**config.mk**
```make
export PLATFORM = sky130hd
export DESIGN_NAME = add32_arbiter
export DESIGN_NICKNAME = d
export VERILOG_FILES = /design/src/rtl/add32_arb_pkg.sv /design/src/rtl/add32.sv /design/src/rtl/rr_arbiter.sv /design/src/rtl/add32_arbiter.sv
export SDC_FILE = /design/constraint.sdc
export NUM_CORES = 1
export LEC_CHECK = 0
export CAP_MARGIN = 40
export CORE_AREA = 4 4 140 142
export DETAILED_ROUTE_END_ITERATION = 7
export DIE_AREA = 0 0 144 146
export PLACE_DENSITY = 0.89
export SETUP_SLACK_MARGIN = 0.05
export SYNTH_ARGS = -nofsm -noshare
export SYNTH_HDL_FRONTEND = slang
export SYNTH_SLANG_ARGS = --single-unit
```
**constraint.sdc**
```tcl
create_clock -name clk -period 5 [get_ports clk]
set_input_delay 1 -clock clk [delete_from_list [all_inputs] [get_ports clk]]
set_output_delay 1 -clock clk [all_outputs]
set_load 0.05 [all_outputs]
```
**src/rtl/add32_arb_pkg.sv**
```systemverilog
// Shared definitions for add32_arbiter.
// Contents: datapath width, sequencer FSM state type and saturation clamp constants.
package add32_arb_pkg;

  localparam int unsigned DATA_W = 32;

  localparam logic [DATA_W-1:0] SAT_POS  = 32'h7FFF_FFFF;
  localparam logic [DATA_W-1:0] SAT_NEG  = 32'h8000_0000;
  localparam logic [DATA_W-1:0] SAT_UMAX = 32'hFFFF_FFFF;
  localparam logic [DATA_W-1:0] SAT_UMIN = 32'h0000_0000;

  typedef enum logic [1:0] {
    StIdle,
    StCalc,
    StHold
  } state_e;

endpackage

```
**src/rtl/add32.sv**
```systemverilog
// Add32: 32-bit carry-lookahead adder/subtractor with overflow detection.
// Ports:
//   a_i, b_i  operands
//   sub_i     1 = a - b, 0 = a + b
//   sign_i    1 = two's-complement overflow rule, 0 = unsigned carry/borrow rule
//   sum_o     wrapped 32-bit result
//   ovf_o     overflow flag
module add32
  import add32_arb_pkg::*;
(
  input  logic [DATA_W-1:0] a_i,
  input  logic [DATA_W-1:0] b_i,
  input  logic              sub_i,
  input  logic              sign_i,
  output logic [DATA_W-1:0] sum_o,
  output logic              ovf_o
);

  logic [DATA_W-1:0] b_eff;
  logic [DATA_W-1:0] gen;
  logic [DATA_W-1:0] prop;
  logic [DATA_W-1:0] cin;
  logic              cout;

  always_comb begin
    logic c;
    b_eff = b_i ^ {DATA_W{sub_i}};
    gen   = a_i & b_eff;
    prop  = a_i ^ b_eff;
    cin   = '0;
    c     = sub_i;
    // 4-bit lookahead groups; group carries ripple between groups.
    for (int grp = 0; grp < int'(DATA_W / 4); grp++) begin
      cin[4*grp]   = c;
      cin[4*grp+1] = gen[4*grp] | (prop[4*grp] & c);
      cin[4*grp+2] = gen[4*grp+1] | (prop[4*grp+1] & gen[4*grp])
                   | (prop[4*grp+1] & prop[4*grp] & c);
      cin[4*grp+3] = gen[4*grp+2] | (prop[4*grp+2] & gen[4*grp+1])
                   | (prop[4*grp+2] & prop[4*grp+1] & gen[4*grp])
                   | (prop[4*grp+2] & prop[4*grp+1] & prop[4*grp] & c);
      c            = gen[4*grp+3] | (prop[4*grp+3] & gen[4*grp+2])
                   | (prop[4*grp+3] & prop[4*grp+2] & gen[4*grp+1])
                   | (prop[4*grp+3] & prop[4*grp+2] & prop[4*grp+1] & gen[4*grp])
                   | (prop[4*grp+3] & prop[4*grp+2] & prop[4*grp+1] & prop[4*grp] & c);
    end
    cout  = c;
    sum_o = prop ^ cin;
    if (sign_i) begin
      ovf_o = cout ^ cin[DATA_W-1];
    end else if (sub_i) begin
      ovf_o = ~cout;  // no carry out of a + ~b + 1 means a < b
    end else begin
      ovf_o = cout;
    end
  end

endmodule

```
**src/rtl/rr_arbiter.sv**
```systemverilog
// rr_arbiter: combinational round-robin grant selection.
// Ports:
//   req_i  request vector
//   ptr_i  highest-priority requester index
//   en_i   grant enable; no grant when low
//   gnt_o  one-hot grant
//   idx_o  encoded index of the granted requester (0 when none)
module rr_arbiter #(
  parameter  int unsigned NREQ = 4,
  localparam int unsigned IDW  = $clog2(NREQ)
) (
  input  logic [NREQ-1:0] req_i,
  input  logic [IDW-1:0]  ptr_i,
  input  logic            en_i,
  output logic [NREQ-1:0] gnt_o,
  output logic [IDW-1:0]  idx_o
);

  always_comb begin
    logic           found;
    logic [IDW-1:0] cand;
    gnt_o = '0;
    idx_o = '0;
    found = 1'b0;
    cand  = '0;
    for (int unsigned k = 0; k < NREQ; k++) begin
      cand = IDW'((32'(ptr_i) + k) % NREQ);
      if (en_i && !found && req_i[cand]) begin
        found       = 1'b1;
        gnt_o[cand] = 1'b1;
        idx_o       = cand;
      end
    end
  end

endmodule

```
**src/rtl/add32_arbiter.sv**
```systemverilog
// add32_arbiter: shares one Add32 adder/subtractor among NREQ requesters.
// Round-robin grant in IDLE, operands registered, result computed in CALC,
// response held in HOLD until consumed.
// Ports:
//   clk, rst              clock; asynchronous active-high reset
//   req_valid/req_ready   per-requester handshake (req_ready only in IDLE)
//   req_a, req_b          packed operands, requester i at [32*i+31:32*i]
//   req_sub, req_sign     per-requester operation select
//   rsp_valid/rsp_ready   response handshake
//   rsp_id, rsp_result, rsp_overflow  tagged response
// Build option: ADD32_ARB_SAT_EN clamps the result on overflow.
module add32_arbiter
  import add32_arb_pkg::*;
#(
  parameter  int unsigned NREQ = 4,
  localparam int unsigned IDW  = $clog2(NREQ)
) (
  input  logic                   clk,
  input  logic                   rst,
  input  logic [NREQ-1:0]        req_valid,
  output logic [NREQ-1:0]        req_ready,
  input  logic [NREQ*DATA_W-1:0] req_a,
  input  logic [NREQ*DATA_W-1:0] req_b,
  input  logic [NREQ-1:0]        req_sub,
  input  logic [NREQ-1:0]        req_sign,
  output logic                   rsp_valid,
  input  logic                   rsp_ready,
  output logic [IDW-1:0]         rsp_id,
  output logic [DATA_W-1:0]      rsp_result,
  output logic                   rsp_overflow
);

  state_e            state_q, state_d;
  logic [IDW-1:0]    ptr_q, ptr_d;
  logic [DATA_W-1:0] a_q, b_q;
  logic              sub_q, sign_q;
  logic [IDW-1:0]    id_q;
  logic [DATA_W-1:0] res_q, res_d;
  logic              ovf_q;
  logic [IDW-1:0]    rsp_id_q;

  logic [NREQ-1:0]   gnt;
  logic [IDW-1:0]    gnt_idx;
  logic              accept;
  logic [DATA_W-1:0] sum;
  logic              ovf;

  rr_arbiter #(
    .NREQ(NREQ)
  ) u_rr_arbiter (
    .req_i(req_valid),
    .ptr_i(ptr_q),
    .en_i (state_q == StIdle),
    .gnt_o(gnt),
    .idx_o(gnt_idx)
  );

  assign req_ready = gnt;
  assign accept    = |gnt;

  add32 u_add32 (
    .a_i   (a_q),
    .b_i   (b_q),
    .sub_i (sub_q),
    .sign_i(sign_q),
    .sum_o (sum),
    .ovf_o (ovf)
  );

  always_comb begin
    res_d = sum;
`ifdef ADD32_ARB_SAT_EN
    if (ovf) begin
      if (sign_q) begin
        // Signed overflow: the true result carries the sign of a.
        res_d = a_q[DATA_W-1] ? SAT_NEG : SAT_POS;
      end else begin
        res_d = sub_q ? SAT_UMIN : SAT_UMAX;
      end
    end
`endif
  end

  always_comb begin
    state_d = state_q;
    ptr_d   = ptr_q;
    unique case (state_q)
      StIdle: begin
        if (accept) begin
          state_d = StCalc;
          ptr_d   = (gnt_idx == IDW'(NREQ - 1)) ? '0 : gnt_idx + 1'b1;
        end
      end
      StCalc: state_d = StHold;
      StHold: begin
        if (rsp_ready) begin
          state_d = StIdle;
        end
      end
      default: state_d = StIdle;
    endcase
  end

  always_ff @(posedge clk or posedge rst) begin
    if (rst) begin
      state_q <= StIdle;
      ptr_q   <= '0;
    end else begin
      state_q <= state_d;
      ptr_q   <= ptr_d;
    end
  end

  always_ff @(posedge clk or posedge rst) begin
    if (rst) begin
      a_q    <= '0;
      b_q    <= '0;
      sub_q  <= 1'b0;
      sign_q <= 1'b0;
      id_q   <= '0;
    end else if (accept) begin
      a_q    <= req_a[DATA_W*gnt_idx +: DATA_W];
      b_q    <= req_b[DATA_W*gnt_idx +: DATA_W];
      sub_q  <= req_sub[gnt_idx];
      sign_q <= req_sign[gnt_idx];
      id_q   <= gnt_idx;
    end
  end

  always_ff @(posedge clk or posedge rst) begin
    if (rst) begin
      res_q    <= '0;
      ovf_q    <= 1'b0;
      rsp_id_q <= '0;
    end else if (state_q == StCalc) begin
      res_q    <= res_d;
      ovf_q    <= ovf;
      rsp_id_q <= id_q;
    end
  end

  assign rsp_valid    = (state_q == StHold);
  assign rsp_id       = rsp_id_q;
  assign rsp_result   = res_q;
  assign rsp_overflow = ovf_q;

endmodule

```
## Word level (Yosys, flattened, before mapping)

Cells that the tools add are included.

| word-level totals | value |
|---|---|
| register bits | 107 |
| bits of input ports | 271 |
| output and inout port bits | 40 |
| word-level logic and storage cells | 302 |

| operators by class | value |
|---|---|
| $add $sub $neg | 4 |
| $lt $le $gt $ge | 9 |
| equal/unequal tests | 5 |
| shift operators | 2 |
| multiplexer cells | 37 |
| bitwise operators | 217 |
| reduce and logical (&&, ||, !) cells | 18 |

Operator list:

| kind | number |
|---|---|
| indexed part select 128 x 8 -> 32 bit | 2 |
| AND 1 bit | 128 |
| bitwise XOR 32 bit | 3 |
| OR 1 bit | 80 |
| AND 32 bit | 1 |
| two-way mux 4 bit | 4 |
| less-than comparator 2 x 3 -> 1 bit, second input constant | 5 |
| two-way mux 1 bit | 15 |
| two-way mux 2 bit | 7 |
| binary-select mux 1 bit (select 2 bit) | 6 |
| OR 4 bit | 3 |
| logical AND 1 bit | 11 |
| demux 1 bit (select 2 bit) | 4 |
| >= comparator 2 x 1 -> 1 bit, second input constant | 4 |
| one-hot mux 2 bit (3 select lines) | 1 |
| adder 2 x 1 -> 2 bit, second input constant | 2 |
| adder 2 bit, second input constant | 2 |
| == test 2 bit, second input constant | 2 |
| AND reduction 2 bit | 2 |
| OR reduction 4 bit | 1 |
| zero test 1 bit | 3 |
| == test 2 x 1 -> 1 bit, second input constant | 1 |
| zero test 2 bit | 1 |
| != test 2 x 1 -> 1 bit, second input constant | 1 |
| other kinds (3) | 3 |

## Logic depth before layout (Yosys ltp)

| logic depth | value |
|---|---|
| depth in word-level cells | 24 |
| depth in mapped cells | 15 |
| depth with buffers taken out | 12 |

## Hierarchy

Synthesis repeated with hierarchy kept, for this count alone.

| second synthesis, totals | value |
|---|---|
| cell total of the unflattened synthesis | 608 |
| area total of the unflattened synthesis | 7866.3 sq um |

By module, submodules not included:

| module | instances | cells an instance | area an instance (sq um) |
|---|---|---|---|
| add32_arbiter | 1 | 314 | 5575.3 |
| add32 | 1 | 221 | 1747.9 |
| rr_arbiter | 1 | 73 | 543.0 |

## Worst setup path after synthesis

No wires, ideal clock.

| timing path | value |
|---|---|
| path type | register to register |
| from | register sub_q |
| to | register res_q[28] (netlist: rsp_result[28]) |
| library setup time | 83 ps |
| arrival time | 3496 ps |
| required time | 4917 ps |
| path slack | 1421 ps |
| cell stages (with the launch flop) | 12 |
| cell sequence | dfrtp_1 > clkbuf_1 > clkbuf_1 > xor2_1 > ha_1 > a21o_1 > a221o_1 > a221oi_1 > o41ai_1 > a21oi_1 > fa_1 > o21ai_0 |

| on the way | value |
|---|---|
| cells in the longest elaborated chain, start to end | 20 |
| elaborated cells between the ends (all ways) | 81 |
| those cells by class | 81 x bitwise |

RTL lines:

| item | line | RTL |
|---|---|---|
| start, declared | add32_arbiter.sv:36 | `logic sub_q, sign_q;` |
| start signal, assigned | add32_arbiter.sv:124 | `sub_q <= req_sub[gnt_idx];` |
| bitwise XOR 32 bit | add32.sv:27 | `b_eff = b_i ^ {DATA_W{sub_i}};` |
| bitwise XOR 32 bit or AND 32 bit (tied branches) | add32.sv:29, add32.sv:28 |  |
| AND 1 bit, on equally long branches | -- |  |
| OR 1 bit (tied with other cells) | add32.sv:41 | `c = gen[4*grp+3] \| (prop[4*grp+3] & gen[4*grp+2])` |
| OR 1 bit (tied with other cells) | add32.sv:42 | `\| (prop[4*grp+3] & prop[4*grp+2] & gen[4*grp+1])` |
| OR 1 bit or AND 1 bit (tied branches) | add32.sv:43, add32.sv:44 |  |
| OR 1 bit | add32.sv:44 | `\| (prop[4*grp+3] & prop[4*grp+2] & prop[4*grp+1] & prop[4*grp] & c);` |
| AND 1 bit | add32.sv:44 |  |
| [... 4 more ...] | -- |  |
| OR 1 bit | add32.sv:44 |  |
| AND 1 bit | add32.sv:44 |  |
| OR 1 bit | add32.sv:44 |  |
| AND 1 bit | add32.sv:44 |  |
| OR 1 bit | add32.sv:44 |  |
| AND 1 bit | add32.sv:44 |  |
| OR 1 bit | add32.sv:44 |  |
| bitwise XOR 32 bit * | add32.sv:47 | `sum_o = prop ^ cin;` |
| end signal, assigned | add32_arbiter.sv:136 | `res_q <= res_d;` |
| end, declared | add32_arbiter.sv:38 | `logic [DATA_W-1:0] res_q, res_d;` |

Mark *: on every way between the ends. The rest lies on a longest branch, timed or not.
A chain may end at the register's enable or synchronous reset.

==> results by group <==
Timing
  – Setup TNS: 0 ns
  – Max Slew Vio Count: 0
  – Setup Viol. Count Final: 0
  – Max-slew headroom: between 50% and 60%
  – Final Hold Vio Count: 0
  – RSZ-0062 raised after global routing: no
  – Layout Skew: 0.00714 ns
  – Period utilization: 90.3%
  – Slew at the pin closest to its max-slew limit: a little over 0.7 ns
  – Hold_ws: slightly below 0.5 ns
  – Fin crit period: between 4 and 5 ns
  – Fmax: 221 MHz

Clock network
  – H-tree Lvls: 3
  – Clk_lat worst skew: 0.35 ns
  – Clock Sinks: 107
  – Hold Buf Count CTS: 0
  – Clock tree buffer depth: 2
  – Root Buffer: clkbuf_16
  – Worst-path clk slew: approximately 0.070 ns
  – TritonCTS clock tree: done
  – Post-CTS setup buffers: 0
  – Num CTS Buffers: 9
  – Cts repair resizes: 0

Setup path
  – Req. time, crit path: 4.00 ns
  – Worst-path fanout max: 14
  – Worst EP arrival: approximately 3.5 ns
  – Startpoint types: flip-flop
  – CP Class: flip-flop to output port
  – Critical Path Sink Type: output port

Run status
  – Status: finished, final reports clean

Floorplan
  – Die Ht: roughly 150 um
  – Die area: about 21,000 um2
  – Row count: 50
  – Number of I/O pins: a little over 300
  – Die width: between 100 and 150 um
  – Core Area: approximately 18,000 um2
  – Initial core utilization: 43.9%

Yosys
  – Post-synthesis simple-gate area fraction: just under 9%
  – Async S/R FF share, synth: 100%
  – Syn_nets: approximately 1,100
  – Syn. warnings: 0
  – Synth cell types: 56
  – Post-synthesis mux area share: between 20% and 30%
  – Synth Register Bits: 107
  – Seq/Total Area, Yosys: between 30% and 40%
  – Cell area after synthesis: 8100 um2
  – Mean Syn Cell Area: slightly below 10 um2
  – Post-synth EDFFs: 0
  – Main combinational cell family by area after synthesis: multiplexers
  – Adder-cell share of the synthesized area: between 7 and 8%
  – Synth Area in Compound Gates: 11.8%
  – Post-Synth XOR/XNOR Area: 6.06%
  – Synth Instances: roughly 830
  – Main synth FF type: dfrtp_1

Global routing
  – Initial antenna violation count: 0
  – First-pass GRT wire length: 35.1 mm
  – Total grt overflow: 0
  – GRT Util Overall: 20.6%
  – Largest net degree at the start of global routing: 74
  – Vias in the first global route: ~7,400

Layout
  – Commonest cells after routing, fill and taps aside: 306 x clkdlybuf4s50_1, 138 x mux2i_1, 106 x nand2_1, 106 x dfrtp_1, 68 x mux2_2
  – Layout cells sized above 1: between 10% and 20%
  – Final Net Count: 1,431
  – Antenna Cells: 0
  – Area growth syn-to-layout: 44.7%
  – Commonest non-fill, non-tap cell in the layout: clkdlybuf4s50_1
  – Finished Layout Cells: about 1,400
  – Final core utilization: 63.5%

Power
  – Power per cell area: around 820 nW/um2
  – P_leak: ~5.2 nW
  – Total power draw: around 9.6 mW
  – Worst VDD drop: roughly 0.00053 V

Detailed routing
  – DRT Pass-1 Iters: 6
  – Starting DRT DRC Count: 320
  – Residual DRC: 0
  – Drt via density: approximately 5.2
  – Routed Antenna Nets: 0
  – Routed WL: 21.9 mm
  – Via Count: a little over 7,000
  – WL per Instance: 16.1 um

Placed design
  – Dpl cells: 1,338
  – I/O Buffers: just over 300
  – RePlAce Congestion: 0.885
  – DP Wirelength: between 15 and 20 mm

Worst hold path
  – Tightest Hold Check Type: flip-flop to flip-flop

Run
  – Max cap viols: 0
-- cell type report --
cell class,instances,area [um2]
fillers,1446,6740
multi-input cells,639,5040
repair buffers,323,3260
flip-flops and latches,107,2680
well taps,234,293
clock buffers,10,239
inverters,35,134
clock inverters,6,73.8
-- synthesized netlist by cell type, drive strengths merged, types with 2 or more instances --
| master | number | area (um2) |
|---|---|---|
| mux2i | 138 | 1380 |
| dfrtp | 107 | 2680 |
| nand2 | 106 | 398 |
| o21ai | 104 | 521 |
| mux2 | 72 | 811 |
| xor2 | 47 | 412 |
| ha | 38 | 475 |
| inv | 35 | 131 |
| buf | 33 | 223 |
| a21oi | 22 | 110 |
| clkbuf | 18 | 67.6 |
| nor2 | 16 | 60.1 |
| nand3 | 9 | 45.0 |
| xnor2 | 9 | 78.8 |
| a21o | 8 | 60.1 |
| fa | 7 | 140 |
| nor3b | 6 | 45.0 |
| a221o | 5 | 50.1 |
| o22ai | 5 | 31.3 |
| nand4 | 3 | 18.8 |
| nor3 | 3 | 20.0 |
| nor4 | 3 | 25.0 |
| nor4b | 3 | 26.3 |
| o311ai | 3 | 26.3 |
| a2111oi | 2 | 17.5 |
| a211oi | 2 | 15.0 |
| a31oi | 2 | 12.5 |
| and2 | 2 | 12.5 |
| nand2b | 2 | 12.5 |
| nand3b | 2 | 15.0 |
| nor2b | 2 | 12.5 |
| o211ai | 2 | 20.0 |
| o21a | 2 | 15.0 |
| o21bai | 2 | 15.0 |
-- routing by layer --
metal  share of wire [%]  up-vias  routed length, um  GRT usage [%]
li1                    -     3516                  -              -
met5                   0        -                  0              0
met1                  38     3300               8340           23.1
met4                 2.5        0                544           7.02
met2                  53      224              11600           37.8
met3                 6.1       38               1340           4.53
-- logic make-up (layout without fill, tap and decap cells) --
logic type,Yosys count,count (layout)
xor+xnor,56,56
compound gates,166,166
fa+ha+maj,45,45
simple gates,161,161
flops,107,107
buf+inv,86,374
mux,211,211
-- metrics by stage --
stage | setup slack, ns | area (um2)
6_report | 0.485 | 11700
5_1_grt | 0.307 | 11700
4_1_cts | 0.110 | 11700
3_5_place_dp | 0.316 | 11400
3_3_place_gp | 0.436 | 11400
2_1_floorplan | 1.18 | 8100
-- sequential cells by signal (all words and copies together), names as in the netlist, named ones only --
register and count:
rsp_result 32, sign_q 1, id_q 2, a_q 32, state_q 2, ptr_q 1
b_q 32, rsp_id 2, sub_q 1, rsp_overflow 1
-- critical path, cell delays in order (launching register included) --
cell            delay [ns]
dfrtp_1               0.64
inv_2                 0.19
ha_1                  0.54
mux4_2                0.59
nor3_2                0.18
o211ai_2              0.17
o22ai_1               0.20
a221o_1               0.21
dlymetal6s2s_1        0.45
-- power breakdown --
part	switching, mW	internal (mW)	total [mW]
Combinational	4.01	3.18	7.19
Clock	0.326	0.408	0.733
Sequential	0.339	1.37	1.71
Total	4.67	4.96	9.63
-- path summary, 6_finish.rpt --
path,start,to,slack [ns],cells past startpoint
setup / recovery,flip-flop,req_ready[1],0.48,8
hold / removal,rsp_result[13]$_DFFE_PP0N_,rsp_result[13]$_DFFE_PP0N_,0.48,2
setup reg to reg,flip-flop,a_q[16]$_DFFE_PP0P_,0.96,12
hold reg to reg,rsp_result[13]$_DFFE_PP0N_,rsp_result[13]$_DFFE_PP0N_,0.48,2
max in group asynchronous,rst,async pin,3.12,3
min in group asynchronous,rst,a_q[2]$_DFFE_PP0P_,1.01,2
Power figures use the tool's default switching activity.
==> edit 1 (config.mk and constraints unchanged) <==
Reset style: synchronous (`rst`), changed in 3 clocked blocks. Comments in the files are not updated.
--- a/src/rtl/add32_arbiter.sv
+++ b/src/rtl/add32_arbiter.sv
@@ -101,7 +101,7 @@
     endcase
   end
 
-  always_ff @(posedge clk or posedge rst) begin
+  always_ff @(posedge clk) begin
     if (rst) begin
       state_q <= StIdle;
       ptr_q   <= '0;
@@ -111,7 +111,7 @@
     end
   end
 
-  always_ff @(posedge clk or posedge rst) begin
+  always_ff @(posedge clk) begin
     if (rst) begin
       a_q    <= '0;
       b_q    <= '0;
@@ -127,7 +127,7 @@
     end
   end
 
-  always_ff @(posedge clk or posedge rst) begin
+  always_ff @(posedge clk) begin
     if (rst) begin
       res_q    <= '0;
       ovf_q    <= 1'b0;
Check against the original RTL: differs if rst is asserted again (counterexample within 4 cycles, from zero or initial values and one cycle with rst high); with rst held inactive, the same outputs for 4 cycles.
==> edit 1 against the original RTL <==
  * Design area down 3.2%
  * Non-clock buffer count up 4
  * Wire length up 19%
  * Count of clock-buffer cells in the layout up 1
  * Sequential cell count unchanged
  * Worst hold slack worse by 0.030 ns
  * Setup slack worse by 0.24 ns
  * Cell count up 12%
  * Synthesized cell count up 23%
  * Critical path depth unchanged
  * Area after synthesis down 3.1%
  * Total power down 1.6%
  * Highest routed layer is now met5
==> edit 1: results (changes against the original RTL) <==
async_flop_share_pct: 0  # -100 points
swShare_pct: 52.0  # +3.4 points
postSynthCellCount: 1026  # +23%
clock_latency_ns: 0.34
ir_worst_vdd_mv: 0.848  # +59%
seq_area_frac_synth_pct: 27.3  # -5.8 points
ys.warnings.count: 0  # unchanged
cts_setup_buffers: 0  # unchanged
hold_path.class: "reg2reg"
yosys-top-cells-count: "249 x nand2_1, 109 x a21oi_1, 107 x dfxtp_1"
clkTransAtPathRegs_ns: 0.07  # about the same
fillers: 1627  # +13%
syn_nets: 1342  # +17%
routed_wl_um: 26100  # +19%
vias: 8330  # +18%
first_global_vias: 7992  # +7.9%
outcome: "complete, no violations"
drtIter0Drc: 546  # +71%
first_pass_iters: 5  # -1
worst_pin_slew_ns: 0.720  # +0.00301 ns
cp.arrival_ns: 3.76  # +0.24 ns
drive_gt1_share_pct: 3.74  # -6.3 points
nets: 1597  # +12%
ys_top_cells_by_area: "dfxtp_1 27%, nand2_1 12%, a311o_1 8.4%"
clockRootBuffer: "clkbuf_16"
critPathMaxStageDelay_ns: 0.82  # +0.18 ns
ant_nets: 0  # unchanged
min_from: "rsp_result[25]"
numCtsBuffers: 9  # unchanged
gr-usage-all-layers_pct: 23.4  # +2.8 points
io_buffers: 310  # unchanged
finalClockSkew_ns: 0.00869  # +0.00155 ns
cp_max_fo: 16  # +2
p_leak_uw: 0.00445  # -14%
gp_congestion: 0.874  # -1.3%
crit_path_top_delay_cell: "clkdlybuf4s50_1"
h-tree-depth: 3  # unchanged
hpwl_um: 19800  # +13%
clockBufferDepth: 2  # unchanged
dp_slack_ns: 0.365  # +0.0491 ns
grt_pass1_wl_um: 40000  # +14%
cp-start-kind: "register"
grt_max_degree: 140  # +89%
dp.cells: 1504  # +12%
synth_cell_types: 59  # +5.4%
grt_antenna_before_repair: 2  # +2
routedWlPerCell_um: 17.2  # +6.3%
edit 1: cell families after synthesis:
logic type	count (synthesis)	synth area share (%)
AO/OA/AOI/OAI	304	27.8
multiplexers	8	1.24
buffers and inverters	114	6.78
XOR/XNOR	55	6.14
adder cells (fa/ha/maj)	45	7.84
flip-flops	107	27.3
AND/OR/NAND/NOR	393	22.9
edit 1: worst paths after layout:
| check | to | slack, ns | cells past startpoint |
|---|---|---|---|
| hold reg to reg | rsp_result[25] | 0.45 | 2 |
| hold / removal | rsp_result[25] | 0.45 | 2 |
| setup / recovery | req_ready[3] | 0.24 | 8 |
| setup reg to reg | b_q[14] | 1.07 | 12 |
edit 1: worst max-delay path: cells and delay by family (launching register included):
family                   cells  cell delay (ns)
flip-flops                   1             0.52
buffers and inverters        2             1.04
adder cells (fa/ha/maj)      1             0.52
AO/OA/AOI/OAI                2             0.38
multiplexers                 1             0.58
AND/OR/NAND/NOR              2             0.38
edit 1: final cells by class:
class	count	area (µm²)	share of cell area [%]
Tap cell	234	293	2.58
Timing Repair Buffer	327	3300	29.1
Antenna cell	1	2.50	0.0221
Inverter	31	116	1.03
Multi-Input combinational cell	805	5200	45.9
Clock buffer	11	233	2.05
Sequential cell	107	2140	18.9
Clock inverter	4	52.6	0.463
edit 1: power by group through the flow:
stage	Clock, µW	Sequential [µW]	Combinational, µW
floorplan	0	1860	5160
global placement	0	1650	6910
detailed placement	0	1670	7090
CTS	715	1650	7120
global route	746	1710	7840
finish	703	1650	7120
edit 1: metal layers:
metal	part of all wire, %	track usage (%)
met1	44	31.2
met2	48	39.2
met3	6.0	4.57
met4	1.1	4.80
met5	0.050	0
edit 1: through the flow:
step	hold WS (ns)	cell area, µm²	total power [µW]
2_1_floorplan	0.432	7850	7010
3_3_place_gp	0.438	11000	8570
3_5_place_dp	0.445	11000	8760
4_1_cts	0.453	11300	9490
5_1_grt	0.469	11300	10300
6_report	0.451	11300	9480
edit 1: timing repair:
action                     CTS  global route
pin swaps                    0             0
setup endpoints to repair    4             2
resized for setup            1             2
==> edit 2 (same flow settings) <==
Without the edit above. Build with the macro `ADD32_ARB_SAT_EN` defined.
--- a/src/rtl/add32_arbiter.sv
+++ b/src/rtl/add32_arbiter.sv
@@ -9,6 +9,8 @@
 //   rsp_valid/rsp_ready   response handshake
 //   rsp_id, rsp_result, rsp_overflow  tagged response
 // Build option: ADD32_ARB_SAT_EN clamps the result on overflow.
+`define ADD32_ARB_SAT_EN
+
 module add32_arbiter
   import add32_arb_pkg::*;
 #(
Function: changed (Yosys sat finds a counterexample within 4 cycles, from zero or initial values and one cycle with rst high).
==> edit 2 against the original RTL <==
  * Sequential cell count unchanged
  * Wire length increased by 1.2%
  * Via count fell by 9.5%
  * Register-to-register slack worse by 0.36 ns
  * Die area unchanged
  * Design area decreased by 1.4%
  * Area after synthesis shrank 3.1%
  * Total power up 7.7%
  * Setup slack better by 0.12 ns
  * Critical endpoint is now b_q[18]
==> edit 2: results (changes against the original RTL) <==
cp.arrival_ns: 4.63  # +1.11 ns
finalClockSkew_ns: 0.00916  # +0.00202 ns
seq_area_frac_synth_pct: 34.1  # +1.1 points
gr-usage-all-layers_pct: 20.9  # +0.30 points
grt_max_degree: 46  # -38%
met2WireLength_um: 11600  # about the same
cp_max_fo: 39  # +25
r2r.worst_path.cells: 11  # -1
rrSetupSlack_ns: 0.60  # -0.36 ns
grt_use_met3_pct: 3.55  # -0.99 points
routed_wl_um: 22100  # +1.2%
crit_path_top_delay_cell: "dfrtp_1"
grt_antenna_before_repair: 0  # unchanged
outcome: "complete, no violations"
ir_worst_vdd_mv: 0.862  # +62%
viasPerCell: 5.45  # +4.3%
ys_top_cells_by_area: "dfrtp_1 34%, mux4_2 19%, ha_1 6.1%"
grt_util_met2_pct: 38.0  # +0.16 points
drive_gt1_share_pct: 16.8  # +6.8 points
hpwl_um: 18000  # +2.2%
ys.warnings.count: 0  # unchanged
fillers: 1482  # +2.5%
slew_headroom_pct: 48.8  # -3.5 points
first_global_vias: 6973  # -5.8%
gp_congestion: 0.842  # -4.9%
synth_cell_types: 56  # unchanged
met1_length_um: 8560  # +2.6%
endpoint: "b_q[18]"
use_met1_pct: 24.6  # +1.5 points
nets: 1252  # -13%
syn_nets: 957  # -17%
dr_wl_met3_um: 1370  # +1.8%
p_leak_uw: 0.00472  # -8.4%
first_pass_iters: 5  # -1
swShare_pct: 45.3  # -3.2 points
grt_pass1_wl_um: 34900  # -0.35%
critPathMaxStageDelay_ns: 0.69  # +0.05 ns
yosys-top-cells-count: "107 x dfrtp_1, 67 x mux4_2, 47 x xor2_1"
clockPowerShare_pct: 6.9  # -0.7 points
drtIter0Drc: 179  # -44%
-- edit 2: per-stage QoR --
| step | std cells | setup WS, ns | total power, µW | hold WS (ns) | cell area [µm²] |
|---|---|---|---|---|---|
| 6_report | 1175 | 0.603 | 10400 | 0.472 | 11500 |
| 5_1_grt | 1175 | 0.182 | 11200 | 0.516 | 11500 |
| 4_1_cts | 1175 | 0.533 | 10500 | 0.475 | 11500 |
| 3_5_place_dp | 1159 | 0.527 | 9690 | 0.458 | 11300 |
| 3_3_place_gp | 1156 | 0.556 | 9380 | 0.462 | 11200 |
| 2_1_floorplan | 641 | 1.06 | 7890 | 0.433 | 7840 |
-- edit 2: area by class of cell --
type / instances / area [µm²] / area share (%)
clock inverter: 6 / 66.3 / 0.574
tap: 234 / 293 / 2.54
inverter: 25 / 97.6 / 0.845
timing repair buffer: 323 / 3290 / 28.5
clock buffer: 10 / 229 / 1.98
sequential: 107 / 2680 / 23.2
multi-input combinational: 470 / 4890 / 42.4
-- edit 2: worst min path at each step --
stage	from	endpoint	slack, ns
after floorplan	id_q[0]	rsp_id[0]	0.43
after detailed placement	id_q[1]	rsp_id[1]	0.46
after CTS	id_q[1]	rsp_id[1]	0.47
after global routing	id_q[0]	rsp_id[0]	0.52
final	id_q[1]	rsp_id[1]	0.47
after global placement	id_q[1]	rsp_id[1]	0.46
-- edit 2: cells by family (layout without fill, tap and decap cells) --
kind of cell | after synthesis | after routing | synth area share [%]
buffers and inverters | 64 | 364 | 3.99
XOR/XNOR | 56 | 56 | 6.25
multiplexers | 144 | 144 | 31.6
AO/OA/AOI/OAI | 116 | 116 | 9.86
adder cells (fa/ha/maj) | 45 | 45 | 7.85
flip-flops | 107 | 107 | 34.1
AND/OR/NAND/NOR | 109 | 109 | 6.35
